<file path="config.mk">
export PLATFORM = sky130hd
export DESIGN_NAME = can_tx_bitstuffer
export DESIGN_NICKNAME = d
export VERILOG_FILES = /design/src/rtl/can_tx_bitstuffer.sv
export SDC_FILE = /design/constraint.sdc
export NUM_CORES = 1
export LEC_CHECK = 0
export BUFFER_PORTS_ARGS = -buffer_cell sky130_fd_sc_hd__clkbuf_2
export CORE_MARGIN = 8
export CORE_UTILIZATION = 52
export DETAILED_ROUTE_END_ITERATION = 8
export GPL_ROUTABILITY_DRIVEN = 1
export PLACE_DENSITY = 0.77
export SLEW_MARGIN = 20
export SYNTH_ARGS = -nofsm -noshare
export SYNTH_HDL_FRONTEND = slang
export SYNTH_SLANG_ARGS = --single-unit
</file>
<file path="constraint.sdc">
create_clock -name clk -period 2.25 [get_ports clk]
set_clock_uncertainty 0.05 [all_clocks]
set_input_delay 0.1125 -clock clk [delete_from_list [all_inputs] [get_ports clk]]
set_output_delay 0.1125 -clock clk [all_outputs]
set_load 0.03 [all_outputs]
</file>
<file path="src/rtl/can_tx_bitstuffer.sv">
// rtl/can_tx_bitstuffer.sv - CAN bit timer, stuff-bit inserter and bus readback checker
module can_tx_bitstuffer #(
  parameter int BIT_CLKS  = 5000,
  parameter int SAMPLE_PT = 4000,
  parameter int STUFF_LEN = 5,
  parameter int CNT_W     = 16
) (
  input  logic clk,
  input  logic rst,
  input  logic in_bit,
  input  logic in_valid,
  output logic in_ready,
  input  logic stuff_en,
  input  logic arb_en,
  input  logic rx,
  output logic tx,
  output logic busy,
  output logic stuff_ins,
  output logic bit_err,
  output logic arb_lost
);

  localparam logic [CNT_W-1:0] LAST_CNT   = CNT_W'(BIT_CLKS - 1);
  localparam logic [CNT_W-1:0] SAMPLE_CNT = CNT_W'(SAMPLE_PT);
  localparam logic [3:0]       STUFF_RUN  = 4'(STUFF_LEN);

  typedef enum logic {
    IDLE   = 1'b0,
    ACTIVE = 1'b1
  } state_t;

  state_t           state, state_nxt;
  logic [CNT_W-1:0] cnt, cnt_nxt;
  logic [3:0]       run, run_nxt, run_inc;
  logic             last, last_nxt;
  logic             stuff_pend, stuff_pend_nxt;
  logic             tx_nxt, stuff_ins_nxt, bit_err_nxt, arb_lost_nxt;
  logic             launch_slot, sample_hit, arb_lost_cond, stuff_go, handshake;

  // A new bit may start when idle or on the final cycle of the current bit.
  assign launch_slot   = (state == IDLE) || ((state == ACTIVE) && (cnt == LAST_CNT));
  assign sample_hit    = (state == ACTIVE) && (cnt == SAMPLE_CNT);
  assign arb_lost_cond = sample_hit && arb_en && tx && !rx;
  // A pending stuff bit only counts while stuffing is still enabled; otherwise it is dropped.
  assign stuff_go      = launch_slot && stuff_pend && stuff_en;
  assign in_ready      = rst && launch_slot && !(stuff_pend && stuff_en) && !arb_lost_cond;
  assign handshake     = in_valid && in_ready;
  assign busy          = (state == ACTIVE);
  assign run_inc       = (run == STUFF_RUN) ? run : run + 4'd1;

  // Next-state logic: arbitration abort, then stuff bit, then data bit, then fall back to idle.
  always_comb begin
    state_nxt      = state;
    cnt_nxt        = cnt;
    tx_nxt         = tx;
    run_nxt        = run;
    last_nxt       = last;
    stuff_pend_nxt = stuff_pend;
    stuff_ins_nxt  = 1'b0;
    bit_err_nxt    = sample_hit && (rx != tx);
    arb_lost_nxt   = arb_lost_cond;

    if (state == ACTIVE) begin
      cnt_nxt = cnt + 1'b1;
    end

    if (arb_lost_cond) begin
      state_nxt      = IDLE;
      tx_nxt         = 1'b1;
      cnt_nxt        = '0;
      run_nxt        = 4'd0;
      stuff_pend_nxt = 1'b0;
    end else if (launch_slot) begin
      if (stuff_go) begin
        tx_nxt         = ~last;
        last_nxt       = ~last;
        run_nxt        = 4'd1;
        stuff_pend_nxt = 1'b0;
        stuff_ins_nxt  = 1'b1;
        cnt_nxt        = '0;
        state_nxt      = ACTIVE;
      end else if (handshake) begin
        tx_nxt    = in_bit;
        cnt_nxt   = '0;
        state_nxt = ACTIVE;
        last_nxt  = in_bit;
        if (stuff_en) begin
          run_nxt        = (in_bit == last) ? run_inc : 4'd1;
          stuff_pend_nxt = (run_nxt == STUFF_RUN);
        end else begin
          run_nxt        = 4'd0;
          stuff_pend_nxt = 1'b0;
        end
      end else begin
        stuff_pend_nxt = 1'b0;
        if (state == ACTIVE) begin
          state_nxt = IDLE;
          tx_nxt    = 1'b1;
          cnt_nxt   = '0;
          run_nxt   = 4'd0;
          last_nxt  = 1'b1;
        end
      end
    end
  end

  // State register; reset drives the bus recessive immediately.
  always_ff @(posedge clk or negedge rst) begin
    if (!rst) begin
      state      <= IDLE;
      cnt        <= '0;
      tx         <= 1'b1;
      run        <= 4'd0;
      last       <= 1'b1;
      stuff_pend <= 1'b0;
      stuff_ins  <= 1'b0;
      bit_err    <= 1'b0;
      arb_lost   <= 1'b0;
    end else begin
      state      <= state_nxt;
      cnt        <= cnt_nxt;
      tx         <= tx_nxt;
      run        <= run_nxt;
      last       <= last_nxt;
      stuff_pend <= stuff_pend_nxt;
      stuff_ins  <= stuff_ins_nxt;
      bit_err    <= bit_err_nxt;
      arb_lost   <= arb_lost_nxt;
    end
  end

endmodule

</file>
==> impl_metrics.toml <==
[yosys]
ys_types = 41
async_reset_ff_share_pct = 100
synth_warnings = 0
synth_top_flop_cell = "dfrtp_1"
netlist_instances = 163
ys_ff_latch = 27
avgSynthCellArea_um2 = 9.32
syn-num-nets = 175
yosysSeqAreaShare_pct = 44.6
synth-edff-count = 0
synthesis.area_um2 = 1520

[pwr]
ir_worst_vdd_mv = 0.489
total_power_mw = 1.21
p_leak_nw = 0.899
pwr_density_cell_nw_per_um2 = 645

[clock_tree]
h-tree-depth = 1
clkSlewWorstSetupHoldPaths_ps = 150
clockBufferDepth = 2
clkLatencyLatePin_ps = 320
clockRootBuffer = "clkbuf_4"
cts_made_buffers = 3
cts.sinks = 27
cts_tree = "yes"

[floorplanning]
fp.dieArea_um2 = 4910
core_um2 = 2760
ios = 13
die_w_um = 70.0
fp.dieH_um = 70.0
rows = 19
start_util_pct = 55.1

[min_path]
whs_endpoint = "run[0]"
holdCritStartpoint = "stuff_en"
hold_path_class = "input pin to flop"
hold_depth = 3

[route]
wl_per_cell_um = 16.1
firstDrtPassIters = 4
wirelength_um = 3780
num_vias = 1425
ant_nets = 0
viasPerCell = 6.06
dr.first_iter.drc_count = 177
drcViolationCount = 0

[worst_setup_path]
r2r_end = "run[2]"
cp-end-kind = "primary output"
path_cells = "or4b_4 -> o41ai_4 -> buf_4 -> and3_1 -> clkbuf_8"
critPathKind = "flop to primary output"
r2r-start = "cnt[10]"
worstPathRequired_ps = 2090
r2r_slack_ps = 40
cp.arrival_ps = 2160
critPathMaxStageDelay_ps = 570
ff2ff_path_depth = 7
cp_max_fo = 2
worst_path_max_delay_cell = "or4b_4"
startpoint_type = "flop"

[cells_and_area]
layout_commonest_cell = "buf_4"
drive_gt1_share_pct = 25.5
nFillCells = 201
diodes = 0
layout.nets = 217
layout_common_cells = "buf_4 (27), dfrtp_1 (24), nor2_1 (15)"
fin_util_pct = 67.7
area_delta_synth_final_pct = 23.0

[sta]
tightest_slew_ps = 439
finalHoldViolCount = 0
grt_setup_unrepaired = "true"
worst_hold_slack_ps = 17.7
period_share_pct = 103
period_needed_ps = 2320
maxClockFrequency_mhz = 430
relSlewSlack_pct = 70.7
finalMaxSlewViolations = 0
fin_ws_ps = -74.0
setup_viol = 1

[global_routing]
grt_usage_pct = 15.4
antenna_found_initial = 0
use_met2_pct = 25.5
grt_max_degree = 29
grt_use_met3_pct = 2.26
grt_busiest_layer = "met2"
grt.overflow.total = 0
grt_pass1_vias = 1383
met1_usage_pct = 18.8
grt_pass1_wl_um = 6330

[outcome]
outcome = "finished, violations left"
violations = "setup timing"

[place]
io_buffers = 12
routabilityCongestion = 0.886
dpl.hpwl_um = 2800

[job]
drv_cap = 0
## routing by layer
metal  vias to the layer above  routed length, um
met5                         -                  0
met4                         0                106
met3                        12                208
met2                        66               1800
met1                       669               1670
li1                        678                  -
## per-stage QoR
stage               worst slack [ps]  std cells  area [um^2]  TNS [ps]
floorplan                       18.6        163         1520         0
global placement                62.4        223         1750         0
detailed placement              1.62        223         1750         0
CTS                            -72.2        232         1840     -72.2
global route                    -159        235         1870      -315
finish                         -74.0        235         1870     -74.0
## power breakdown
part,total (mW),internal [mW],switching (mW)
registers,0.630,0.560,0.0700
clock network,0.214,0.0679,0.146
logic,0.362,0.182,0.180
## sequential cells by signal, indices dropped and copies added (netlist names)
| signal | cells |
|---|---|
| stuff_ins | 1 |
| last | 1 |
| cnt | 16 |
| bit_err | 1 |
| tx | 1 |
| arb_lost | 1 |
| run | 4 |
| busy | 1 |
| stuff_pend | 1 |
## synthesized netlist by cell type, types with 3 or more instances
master / count / area, um^2
nand4_1: 8 / 50.1
o21ai_0: 7 / 35.0
a21oi_1: 6 / 30.0
nand2_1: 14 / 52.6
ha_1: 5 / 62.6
a21boi_0: 3 / 22.5
and3_1: 3 / 18.8
or3_1: 6 / 37.5
nand3_1: 9 / 45.0
inv_1: 12 / 45.0
a22o_1: 4 / 35.0
nor3_1: 5 / 25.0
dfrtp_1: 25 / 626
xnor2_1: 6 / 52.6
nor2_1: 15 / 56.3
## worst max-delay path by stage
stage	slack, ps	start	end	cells past startpoint
floorplan	20	cnt[13]	run[2]	6
global placement	60	cnt[13]	run[2]	5
detailed placement	2	cnt[15]	run[2]	5
CTS	-70	cnt[5]	in_ready	5
global route	-160	cnt[5]	in_ready	5
finish	-70	cnt[5]	in_ready	5
## layout make-up
class | count | area, um^2 | area share (%)
multi-input combinational | 120 | 783 | 41.9
sequential | 27 | 679 | 36.4
timing repair buffer | 41 | 292 | 15.6
inverter | 12 | 45.0 | 2.41
tap | 31 | 38.8 | 2.08
clock buffer | 3 | 22.5 | 1.21
clock inverter | 1 | 7.51 | 0.402
## logic make-up (layout without fill, tap and decap cells)
kind of cell	count (synthesis)	count (layout)	share of synthesized area (%)
buffers and inverters	16	57	4.78
adders and majority gates	5	5	4.12
AOI/OAI and AO/OA	33	33	15.7
DFF	27	27	44.6
and+or+nand+nor	74	74	26.2
xor gates and xnor gates	8	8	4.61
## repair_timing
item,CTS,global route
buffers inserted,4,3
endpoints found under the hold margin,26,0
gates resized for setup,4,2
pin swaps,1,0
endpoints found under the setup margin,2,7
hold buffers,2,0
## worst max-delay path, delay by kind of cell (launching register included)
family	cells	cell delay (ps)
compound gates	1	380
buf+inv	2	320
simple gates	2	730
flops	1	410
(Power assumes the default switching activity.)
